--- src/rtl/fetch_pkg.sv ---
// Shared types and constants for the instruction fetch stage.
// The jump encodings mirror the decoder's jmp_pc field.
package fetch_pkg;

  typedef enum logic [1:0] {
    S_REQ   = 2'd0,
    S_OUT   = 2'd1,
    S_DRAIN = 2'd2
  } fetch_state_t;

  localparam logic [1:0] JMP_NONE = 2'b00;
  localparam logic [1:0] JMP_JAL  = 2'b01;
  localparam logic [1:0] JMP_JALR = 2'b10;

  localparam logic [31:0] DEFAULT_RESET_PC = 32'h0000_0000;

endpackage

--- src/rtl/fetch_unit_next_pc_sel.sv ---
// Combinational next-PC selection: decides whether resolved control info
// redirects fetch, and produces the word-aligned target and sequential PC.
module next_pc_sel
  import fetch_pkg::*;
(
  input  logic [31:0] pc,
  input  logic [31:0] ctrl_pc,
  input  logic [31:0] imm,
  input  logic [31:0] alu_result,
  input  logic [1:0]  jmp_pc,
  input  logic        b_pc,
  input  logic        branch_cond,
  input  logic        ctrl_valid,
  output logic        redirect,
  output logic [31:0] target,
  output logic [31:0] seq_pc,
  output logic        misaligned
);

  logic        is_jump;
  logic [31:0] raw_target;

  // Reserved jmp_pc encoding 2'b11 behaves like "no jump".
  always_comb begin
    is_jump    = 1'b0;
    raw_target = ctrl_pc + imm;
    case (jmp_pc)
      JMP_JAL:  is_jump = 1'b1;
      JMP_JALR: begin
        is_jump    = 1'b1;
        raw_target = alu_result & ~32'h1;
      end
      JMP_NONE: is_jump = 1'b0;
      default:  is_jump = 1'b0;
    endcase
    redirect   = ctrl_valid && (is_jump || (b_pc && branch_cond));
    target     = {raw_target[31:2], 2'b00};
    misaligned = raw_target[1:0] != 2'b00;
    seq_pc     = pc + 32'd4;
  end

endmodule

--- src/rtl/fetch_unit.sv ---
// Instruction fetch stage: single-outstanding word requests to imem and a
// valid/ready hand-off to the decoder, with control-flow redirects.
module fetch_unit
  import fetch_pkg::*;
#(
  parameter logic [31:0] RESET_PC = DEFAULT_RESET_PC
) (
  input  logic        clk,
  input  logic        reset,
  output logic        imem_req,
  output logic [31:0] imem_addr,
  input  logic        imem_ready,
  input  logic [31:0] imem_rdata,
  output logic [31:0] instr,
  output logic [31:0] instr_pc,
  output logic        instr_valid,
  input  logic        instr_ready,
  input  logic        ctrl_valid,
  input  logic [31:0] ctrl_pc,
  input  logic [1:0]  jmp_pc,
  input  logic        b_pc,
  input  logic        branch_cond,
  input  logic [31:0] imm,
  input  logic [31:0] alu_result,
  output logic        misalign_err
);

  fetch_state_t state, state_n;
  logic [31:0]  pc, pc_n;
  logic [31:0]  drain_addr, drain_addr_n;
  logic [31:0]  instr_n, instr_pc_n;
  logic         req_gap, req_gap_n;
  logic         redirect, misaligned;
  logic [31:0]  target, seq_pc;

  next_pc_sel u_next_pc_sel (
    .pc          (pc),
    .ctrl_pc     (ctrl_pc),
    .imm         (imm),
    .alu_result  (alu_result),
    .jmp_pc      (jmp_pc),
    .b_pc        (b_pc),
    .branch_cond (branch_cond),
    .ctrl_valid  (ctrl_valid),
    .redirect    (redirect),
    .target      (target),
    .seq_pc      (seq_pc),
    .misaligned  (misaligned)
  );

  // req_gap keeps imem_req low for one cycle: out of reset, and after a
  // response is dropped in REQ so the target goes out on a fresh request.
  assign imem_req    = ((state == S_REQ) && !req_gap) || (state == S_DRAIN);
  assign imem_addr   = (state == S_DRAIN) ? drain_addr : pc;
  assign instr_valid = (state == S_OUT);

  always_ff @(posedge clk or posedge reset) begin
    if (reset) begin
      state        <= S_REQ;
      pc           <= RESET_PC;
      drain_addr   <= 32'h0;
      instr        <= 32'h0;
      instr_pc     <= 32'h0;
      req_gap      <= 1'b1;
      misalign_err <= 1'b0;
    end else begin
      state        <= state_n;
      pc           <= pc_n;
      drain_addr   <= drain_addr_n;
      instr        <= instr_n;
      instr_pc     <= instr_pc_n;
      req_gap      <= req_gap_n;
      misalign_err <= redirect && misaligned;
    end
  end

  // A redirect always overrides sequential pc+4 advance. An in-flight
  // request that cannot complete this cycle parks in DRAIN on the old address.
  always_comb begin
    state_n      = state;
    pc_n         = pc;
    drain_addr_n = drain_addr;
    instr_n      = instr;
    instr_pc_n   = instr_pc;
    req_gap_n    = 1'b0;
    case (state)
      S_REQ: begin
        if (redirect) begin
          pc_n = target;
          if (imem_req && !imem_ready) begin
            state_n      = S_DRAIN;
            drain_addr_n = pc;
          end else if (imem_req) begin
            req_gap_n = 1'b1;
          end
        end else if (imem_req && imem_ready) begin
          instr_n    = imem_rdata;
          instr_pc_n = pc;
          state_n    = S_OUT;
        end
      end
      S_OUT: begin
        if (redirect) begin
          pc_n    = target;
          state_n = S_REQ;
        end else if (instr_ready) begin
          pc_n    = seq_pc;
          state_n = S_REQ;
        end
      end
      S_DRAIN: begin
        if (redirect) pc_n = target;
        if (imem_ready) state_n = S_REQ;
      end
      default: state_n = S_REQ;
    endcase
  end

endmodule

--- config.mk ---
export PLATFORM = sky130hd
export DESIGN_NAME = fetch_unit
export DESIGN_NICKNAME = d
export VERILOG_FILES = /design/src/rtl/fetch_pkg.sv /design/src/rtl/fetch_unit_next_pc_sel.sv /design/src/rtl/fetch_unit.sv
export SDC_FILE = /design/constraint.sdc
export NUM_CORES = 1
export LEC_CHECK = 0
export ABC_AREA = 0
export BUFFER_PORTS_ARGS = -buffer_cell sky130_fd_sc_hd__buf_4
export CORE_ASPECT_RATIO = 1.1
export CORE_MARGIN = 3
export CORE_UTILIZATION = 40
export CTS_CLUSTER_DIAMETER = 100
export DETAILED_ROUTE_END_ITERATION = 16
export PLACE_DENSITY = 0.7
export RECOVER_POWER = 100
export SYNTH_ARGS = -nofsm -noshare
export SYNTH_HDL_FRONTEND = slang
export SYNTH_SLANG_ARGS = --single-unit
--- constraint.sdc ---
create_clock -name clk -period 4.5 [get_ports clk]
set_input_delay 0.225 -clock clk [delete_from_list [all_inputs] [get_ports clk]]
set_output_delay 0.225 -clock clk [all_outputs]
set_load 0.05 [all_outputs]
==> results.cfg, run 1 <==
[logic_synthesis]
yosys-mux-area-fraction_pct = 18.0
top_ff_cell_synth = sky130_fd_sc_hd__dfrtp_1
post_synth_instance_area_um2 = 7840
yosys.cell_types.count = 77
post_synthesis_compound_gate_area_fraction_pct = 17.9
synth-edff-count = 0
syn_inst = 772
yosys_register_bits = 126
synth_async_sr_flop_share_pct = 100
post_synth_fa_ha_maj_area_fraction_pct = 5.52
synth_top_family_by_area = multiplexers
synth_simple_gate_area_share_pct = 11.3
yosys.area_share.xor_xnor_pct = 3.02
synthesis.area_per_instance_um2 = 10.2
yosys_warnings = 0
synth_seq_area_share_pct = 40.2

[cells_and_area]
final-seq-area_um2 = 3150
layout.cells.most_common = sky130_fd_sc_hd__buf_4
syn_to_final_growth_pct = 27.5
antennaDiodeCount = 0
layout.cells.most_common_list = 142 x sky130_fd_sc_hd__buf_4, 125 x sky130_fd_sc_hd__dfrtp_1, 117 x sky130_fd_sc_hd__mux2_2
area_of_the_multi_input_gates_um2 = 4380
fillerInstances = 1846
final_net_count = 1160
drive_above_1_share_pct = 31.4

[clock_tree]
clk_pin_slew_worst_paths_ps = 60
numClockSinks = 126
num_cts_buffers = 17
cts_buffer_depth = 2
clock_tree_from_tritoncts = built
clock-root-buffer = sky130_fd_sc_hd__clkbuf_16
cts_resized = 0
clkLatencyLatePin_ps = 410
htree_levels = 4

[route]
drtIter0Drc = 298
met2_wirelength_mm = 10.2
drc = 0
wl_per_cell_um = 17.3
route.layer.met1.wl_mm = 9.75
vias_per_cell = 5.42
firstDrtPassIters = 6
routed.top_layer = met4
met3_length_mm = 1.26
antenna_left = 0
routed-via-count = 6767
routed_wl_mm = 21.7

[sta]
setup_repair_after_global_routing_missed_its_margin = no
fin_setup_tns_ps = 0
report.final.hold_viol_count = 0
fin_crit_sh_pct = 76.0
total_setup_violations_reported_at_the_end_of_the_flow = 0
worst_pin_slew_ps = 2480
max_slew_violation_total_from_the_final_report = 59
post-route-min-period_ps = 3420
timing.fmax_ghz = 0.292
tightest_slew_margin_relative_to_the_limit_pct = -66.3
holdWs_ps = 39.2
skew_ps = 10.6

[floorplanning]
start_util_pct = 40.9
die-area_um2 = 21300
floorplan.die.width_um = 139
die_height_um = 153
design.core.area_um2 = 19200
floorplan.rows = 53
num_io_pins = 236

[grt]
grt_pass1_vias = 6674
grt_overflow = 0
initial_antenna_violation_count = 0
grt_first_pass_wirelength_mm = 34.5
track_usage_pct = 19.6
grt_max_degree = 59

[critical_path]
cp.required_ps = 4790
r2r-start = state[0]$_DFFE_PP0P_
worst-endpoint-arrival_ps = 3710
critical-path-slowest-cell = sky130_fd_sc_hd__a21oi_1
setup.worst_path.start_class = flip-flop
end_kind = flip-flop
worstPathMaxFanout = 49
critical_path.cell_chain = or4b_1 > a21oi_1 > buf_4 > mux2_2
setup_cp_type = reg -> reg
crit-reg2reg-capture = instr_pc[30]$_DFFE_PP0P_
max_stage_delay_ps = 1080
minimum_setup_slack_among_reg_to_reg_paths_ps = 1080
rr_worst_depth = 4

[power]
worst_ir_drop_vdd_v = 0.000344
totalPowerFinal_uw = 6460
total_leakage_power_uw = 0.00427
pwr_density_cell_nw_per_um2 = 646

[worst_hold_path]
hold_end = instr[20]$_DFFE_PP0P_
hold_path.startpoint = imem_rdata[20]
holdPathStages = 2
holdCritPathClass = in -> reg

[placed_design]
place.detailed.hpwl_mm = 16.3
gp_congestion = 0.834
io_buffer_count = 230

[run_status]
failed_checks = capacitance limit, slew limit
outcome = finished, violations left

[run]
max-cap-violations = 1
worst max-delay path by stage:
stage,startpoint,endpoint,cells after the start
final,state[0]$_DFFE_PP0P_,instr_pc[30]$_DFFE_PP0P_,4
after global routing,state[0]$_DFFE_PP0P_,instr[0]$_DFFE_PP0P_,4
after CTS,state[0]$_DFFE_PP0P_,instr_pc[30]$_DFFE_PP0P_,4
after detailed placement,jmp_pc[0],pc[25]$_DFFE_PP0P_,10
after global placement,jmp_pc[0],pc[25]$_DFFE_PP0P_,10
after floorplan,reset,drain_addr[10]$_DFFE_PP0P_,1
logic make-up (layout without fill, tap and decap cells):
group,Yosys count,count (layout)
compound gates,212,212
simple gates,183,183
mux,126,126
flops,126,126
buf+inv,63,290
fa+ha+maj,34,34
xor+xnor,27,27
other cells,1,4
critical path: cells and delay by family, from the launching register on:
family / cells / cell delay (ps)
buffers and inverters: 1 / 690
multiplexers: 1 / 410
flip-flops: 1 / 500
AND/OR/NAND/NOR: 1 / 580
AO/OA/AOI/OAI: 1 / 1080
area by class of cell:
cell class | instances | area share (%)
Multi-Input combinational cell | 586 | 43.8
Timing Repair Buffer | 243 | 14.7
Clock buffer | 17 | 4.26
Sequential cell | 126 | 31.6
Clock inverter | 15 | 2.00
Inverter | 15 | 0.576
Tap cell | 247 | 3.09
where the power goes:
part / leakage [µW] / internal, µW / switching, µW / total [µW]
Combinational: 0.00251 / 892 / 2090 / 2980
Clock: 0.000302 / 894 / 561 / 1450
Sequential: 0.00146 / 1620 / 400 / 2020
layer usage:
metal	GRT usage [%]	vias to the layer above
met3	3.16	35
met4	6.43	0
met5	0	-
li1	-	3289
met1	26.4	3184
met2	32.2	259
metrics by stage:
step           cell area (µm²)  instances  utilization [%]  setup WS (ps)
6_report                  9990       1249             52.2           1080
5_1_grt                   9990       1249             52.2            820
4_1_cts                  10400       1249             54.2           1700
3_5_place_dp              9730       1215             50.8           1390
3_3_place_gp              9730       1215             50.8           1400
2_1_floorplan             7850        775                -            921
registers in the layout, indices dropped and copies added (netlist names):
register,count
instr,32
drain_addr,30
instr_pc,30
req_gap,1
state,2
misalign_err,1
pc,30
cell usage after synthesis, types with 15 or more instances:
cell type | n | share of area (%)
sky130_fd_sc_hd__a21oi_1 | 68 | 4.3
sky130_fd_sc_hd__nor2_1 | 58 | 2.8
sky130_fd_sc_hd__nand2_1 | 50 | 2.4
sky130_fd_sc_hd__dfrtp_1 | 125 | 40
sky130_fd_sc_hd__o21ai_0 | 32 | 2.0
sky130_fd_sc_hd__clkbuf_1 | 15 | 0.72
sky130_fd_sc_hd__nand3_1 | 17 | 1.1
sky130_fd_sc_hd__ha_1 | 33 | 5.3
sky130_fd_sc_hd__inv_1 | 15 | 0.72
sky130_fd_sc_hd__buf_2 | 17 | 1.1
sky130_fd_sc_hd__mux2_2 | 120 | 17
sky130_fd_sc_hd__a31oi_1 | 15 | 1.2
sky130_fd_sc_hd__xnor2_1 | 18 | 2.0
repair_timing:
action	in CTS	in global routing
setup endpoints to repair	0	0
setup buffers	0	0
hold buffers	2	0
endpoints found under the hold margin	56	0
(Power assumes the default switching activity.)
==> inputs of run 2 (changes only) <==
--- a/config.mk
+++ b/config.mk
@@ -12,7 +12,7 @@
 export CORE_UTILIZATION = 40
 export CTS_CLUSTER_DIAMETER = 100
 export DETAILED_ROUTE_END_ITERATION = 16
-export PLACE_DENSITY = 0.7
+export PLACE_DENSITY = 0.72
 export RECOVER_POWER = 100
 export SYNTH_ARGS = -nofsm -noshare
 export SYNTH_HDL_FRONTEND = slang
==> constraint.sdc (replaced) <==
create_clock -name clk -period 2.8 [get_ports clk]
set_input_delay 0.14 -clock clk [delete_from_list [all_inputs] [get_ports clk]]
set_output_delay 0.14 -clock clk [all_outputs]
set_load 0.05 [all_outputs]
==> run 2 against run 1 <==
Net effect: the flow now finishes without violations; wire length up 2.8%; largest cell class unchanged; sequential cell count is the same; total power up 60%; critical path depth stayed put; sequential share of layout area shrank 1.1 points; final cell count increased by 3.1%.
==> results.cfg, run 2 (same netlist as run 1, synthesis figures left out) <==
[critical_path]
minimum_setup_slack_among_reg_to_reg_paths_ps = 230
end_kind = flip-flop
cp.required_ps = 3090
worstPathMaxFanout = 14
r2r-start = state[0]$_DFFE_PP0P_
path_buf_inv = 1
critical-path-slowest-cell = sky130_fd_sc_hd__or4b_1
max_stage_delay_ps = 620
setup_cp_type = reg -> reg
critPathTopFamily = simple AND/OR/NAND/NOR gates
crit-reg2reg-capture = instr_pc[6]$_DFFE_PP0P_
critical_path.cell_chain = or4b_1 > a21oi_2 > clkbuf_2 > mux2_2
worst-endpoint-arrival_ps = 2860
rr_worst_depth = 4
setup.worst_path.start_class = flip-flop

[cells_and_area]
final_design_area_no_fill_um2 = 10300
fin_util_pct = 54.0
drive_above_1_share_pct = 33.0
largest_register_ff_count = 32
layout.cells.most_common = sky130_fd_sc_hd__buf_4
syn_to_final_growth_pct = 32.0
final_net_count = 1199
fillerInstances = 1780
layout.cells.most_common_list = 145 x sky130_fd_sc_hd__buf_4, 125 x sky130_fd_sc_hd__dfrtp_1, 117 x sky130_fd_sc_hd__mux2_2
max_flop_register = instr
antennaDiodeCount = 0

[floorplanning]
num_io_pins = 236
die-area_um2 = 21300
floorplan.rows = 53
start_util_pct = 40.9
die_height_um = 153
design.core.area_um2 = 19200
floorplan.die.width_um = 139

[worst_hold_path]
holdPathStages = 3
hold_end = pc[10]$_DFFE_PP0P_
hold_path.startpoint = alu_result[10]
holdCritPathClass = in -> reg

[power]
pwr-share-clk_pct = 21.0
total_leakage_power_uw = 0.00447
pwr_density_cell_nw_per_um2 = 998
power.share.sequential_pct = 31.4
power.internal_uw = 5440
power_frac_comb_pct = 47.6
worst_ir_drop_vdd_v = 0.000657
power.net_switching_uw = 4890
totalPowerFinal_uw = 10300
netSwitchingFraction_pct = 47.4

[grt]
grt_pass1_vias = 7001
grt_overflow = 0
groute.layer.met2.usage_pct = 34.5
grt_first_pass_wirelength_mm = 36.2
initial_antenna_violation_count = 0
grt.busiest_layer = met2
grt.met3_usage_pct = 3.04
met1_usage_pct = 27.8
grt_max_degree = 72
track_usage_pct = 20.5

[clock_tree]
clkLatencyLatePin_ps = 400
clk_pin_slew_worst_paths_ps = 60
clock-root-buffer = sky130_fd_sc_hd__clkbuf_16
cts_buffer_depth = 2
num_cts_buffers = 17
cts_resized = 0
clock_tree_from_tritoncts = built
postCtsSetupRepairBufs = 0
numClockSinks = 126
htree_levels = 4

[sta]
max_slew_violation_total_from_the_final_report = 0
post-route-min-period_ps = 2570
holdWs_ps = 34.8
skew_ps = 9.96
worst_pin_slew_ps = 1450
setup_repair_after_global_routing_missed_its_margin = no
timing.fmax_ghz = 0.388
tightest_slew_margin_relative_to_the_limit_pct = 2.83
total_setup_violations_reported_at_the_end_of_the_flow = 0
fin_crit_sh_pct = 92.0
report.final.hold_viol_count = 0
fin_setup_tns_ps = 0

[route]
antenna_left = 0
firstDrtPassIters = 5
routed-via-count = 7040
vias_per_cell = 5.47
routed_wl_mm = 22.3
wl_per_cell_um = 17.3
drtIter0Drc = 388
drc = 0

[placed_design]
gp_congestion = 0.870
place.detailed.hpwl_mm = 16.5
post_dp_cell_area_um2 = 9830
io_buffer_count = 230

[run_status]
outcome = complete, no violations

[run]
max-cap-violations = 0
run 2: worst max-delay path by stage:
stage	end	cells after the start	startpoint	slack, ps
after floorplan	pc[28]$_DFFE_PP0P_	10	ctrl_pc[0]	480
after global placement	pc[28]$_DFFE_PP0P_	11	ctrl_pc[0]	190
after detailed placement	pc[28]$_DFFE_PP0P_	11	ctrl_pc[0]	160
after CTS	imem_addr[20]	5	state[1]$_DFFE_PP0P_	370
after global routing	pc[28]$_DFFE_PP0P_	11	ctrl_pc[0]	60
final	instr_pc[6]$_DFFE_PP0P_	4	state[0]$_DFFE_PP0P_	230
run 2: power by group through the flow:
stage          clock, µW  combinational (µW)  sequential (µW)
2_1_floorplan          0                2560             4400
3_3_place_gp           0                5310             3220
3_5_place_dp           0                5370             3280
4_1_cts             2210                5420             3250
5_1_grt             2310                5220             3360
6_report            2170                4920             3240
run 2: tightest hold or removal path, cell delays in order:
cell	delay, ps
sky130_fd_sc_hd__buf_4	80
sky130_fd_sc_hd__mux2i_1	50
sky130_fd_sc_hd__a21oi_1	130
run 2: layout make-up:
class	instances	area (µm²)	area share, %
Clock buffer	17	425	4.11
Clock inverter	15	161	1.56
Inverter	15	57.6	0.556
Multi-Input combinational cell	586	4360	42.1
Sequential cell	126	3150	30.5
Tap cell	247	309	2.99
Timing Repair Buffer	282	1880	18.2
run 2: repair_timing:
| action | 4_1_cts | 5_1_grt |
|---|---|---|
| setup endpoints to repair | 0 | 0 |
| hold buffers | 34 | 0 |
| endpoints found under the hold margin | 63 | 0 |
run 2: metrics by stage:
step	setup slack (ps)	cells
4_1_cts	368	1288
2_1_floorplan	484	775
3_5_place_dp	158	1222
5_1_grt	60.9	1288
6_report	225	1288
3_3_place_gp	190	1222
run 2: layer usage:
layer | wire length, µm | part of all wire (%)
met1 | 9830 | 44
met2 | 10900 | 49
met3 | 1240 | 5.6
met4 | 329 | 1.5
met5 | 0 | 0
==> inputs of run 3 (changes only) <==
--- a/config.mk
+++ b/config.mk
@@ -8,7 +8,7 @@
 export ABC_AREA = 0
 export BUFFER_PORTS_ARGS = -buffer_cell sky130_fd_sc_hd__buf_4
 export CORE_ASPECT_RATIO = 1.1
-export CORE_MARGIN = 3
+export CORE_MARGIN = 2
 export CORE_UTILIZATION = 40
 export CTS_CLUSTER_DIAMETER = 100
 export DETAILED_ROUTE_END_ITERATION = 16
==> run 3 against run 2 <==
Net effect: critical path depth increased by 4; sequential cell count did not move; worst setup slack worse by 11 ps; clock-buffer cell count is the same; critical path type unchanged; largest power group unchanged; utilization rose by 0.51 points; first-iteration DRC count grew 12%; critical endpoint is now pc[20]$_DFFE_PP0P_.
==> results.cfg, run 3 (same netlist as run 1, synthesis figures left out) <==
[power]
worst_ir_drop_vdd_v = 0.000672
total_leakage_power_uw = 0.00453
pwr_density_cell_nw_per_um2 = 1020
totalPowerFinal_uw = 10600

[sta]
fin_setup_tns_ps = 0
tightest_slew_margin_relative_to_the_limit_pct = 4.31
post-route-min-period_ps = 2590
report.final.hold_viol_count = 0
total_setup_violations_reported_at_the_end_of_the_flow = 0
skew_ps = 10.3
setup_slack_ps = 214
worst_pin_slew_ps = 1430
setup_repair_after_global_routing_missed_its_margin = no
max_slew_violation_total_from_the_final_report = 0
timing.fmax_ghz = 0.387
holdWs_ps = 33.0
fin_crit_sh_pct = 92.4

[clock_tree]
postCtsSetupRepairBufs = 0
htree_levels = 4
cts_resized = 0
clock_tree_from_tritoncts = built
postCtsHoldBufs = 34
num_cts_buffers = 17
numClockSinks = 126
cts_buffer_depth = 2
clkLatencyLatePin_ps = 410
clk_pin_slew_worst_paths_ps = 60
clock-root-buffer = sky130_fd_sc_hd__clkbuf_16

[critical_path]
critical-path-slowest-cell = sky130_fd_sc_hd__dfrtp_1
setup_cp_type = reg -> reg
end_kind = flip-flop
timing.critical_path.mode_cell = sky130_fd_sc_hd__nand3_1
setup.worst_path.start_class = flip-flop
cp.required_ps = 3060
worst-endpoint-arrival_ps = 2840
worstPathMaxFanout = 8
rr_worst_depth = 8
critical_path.cell_chain = ha_1 > nand3_1 > or3_1 > nor2_1 > nand3_1 > mux2_1 > o22ai_1 > a221oi_1
max_stage_delay_ps = 510

[run]
max-cap-violations = 0

[floorplanning]
floorplan.die.width_um = 137
floorplan.rows = 53
die_height_um = 151
die-area_um2 = 20700
start_util_pct = 40.9
design.core.area_um2 = 19200
num_io_pins = 236

[grt]
grt_pass1_vias = 6772
grt_first_pass_wirelength_mm = 34.8
initial_antenna_violation_count = 0
track_usage_pct = 21.4
grt_max_degree = 61
grt_overflow = 0

[cells_and_area]
final_net_count = 1199
final_design_area_no_fill_um2 = 10400
syn_to_final_growth_pct = 33.3
layout.cells.most_common = sky130_fd_sc_hd__buf_4
max_flop_register = instr
layout.cells.most_common_list = 148 x sky130_fd_sc_hd__buf_4, 125 x sky130_fd_sc_hd__dfrtp_1, 117 x sky130_fd_sc_hd__mux2_2
drive_above_1_share_pct = 33.0
largest_register_ff_count = 32
antennaDiodeCount = 0

[route]
vias_per_cell = 5.39
antenna_left = 0
routed-via-count = 6941
firstDrtPassIters = 5
drtIter0Drc = 434
wl_per_cell_um = 17.1
routed_wl_mm = 22.1
drc = 0

[placed_design]
dp_worst_setup_slack_ps = 143
io_buffer_count = 230
place.detailed.hpwl_mm = 16.2
post_dp_cell_area_um2 = 9810
gp_congestion = 0.860

[run_status]
outcome = complete, no violations

[worst_hold_path]
holdCritPathClass = in -> reg
holdPathStages = 3
run 3: metrics by stage:
stage,utilization (%),std cells
2_1_floorplan,-,775
6_report,54.5,1288
4_1_cts,56.4,1288
5_1_grt,54.5,1288
3_5_place_dp,51.2,1222
3_3_place_gp,51.2,1222
run 3: where the power goes:
part	switching [µW]	internal (µW)
clock	858	1600
sequential	664	2600
combinational	3380	1520
total	4900	5720
run 3: cell type report:
cell class / instances / area [µm²]
Tap cell: 247 / 309
Multi-Input combinational cell: 586 / 4380
Inverter: 15 / 57.6
Clock inverter: 15 / 233
Clock buffer: 17 / 425
Sequential cell: 126 / 3150
Timing Repair Buffer: 282 / 1890
Fill cell: 1778 / 8720
run 3: critical path, delay by kind of cell, from the launching register on:
kind                       cells  cell delay [ps]
AOI/OAI and AO/OA              2              210
adders and majority gates      1              260
and+or+nand+nor                4             1130
DFF                            1              510
muxes                          1              330
run 3: metal layers:
metal  share of wire (%)  up-vias  track usage, %
met5                   0        -               0
met3                 5.7       24            2.74
met1                  44     3303            28.4
li1                    -     3373               -
met2                  49      241            36.4
met4                 1.2        0            6.24
run 3: final timing paths:
path                                                 start                          to  slack, ps
min in group asynchronous                            reset       instr[23]$_DFFE_PP0P_        630
worst min-delay path                         alu_result[1]      misalign_err$_DFF_PP0_         30
worst max-delay path                     pc[2]$_DFFE_PP0P_          pc[20]$_DFFE_PP0P_        210
worst max register to register           pc[2]$_DFFE_PP0P_          pc[20]$_DFFE_PP0P_        210
max in group asynchronous                            reset     instr_pc[2]$_DFFE_PP0P_        620
worst min register to register  drain_addr[23]$_DFFE_PP0P_  drain_addr[23]$_DFFE_PP0P_        500
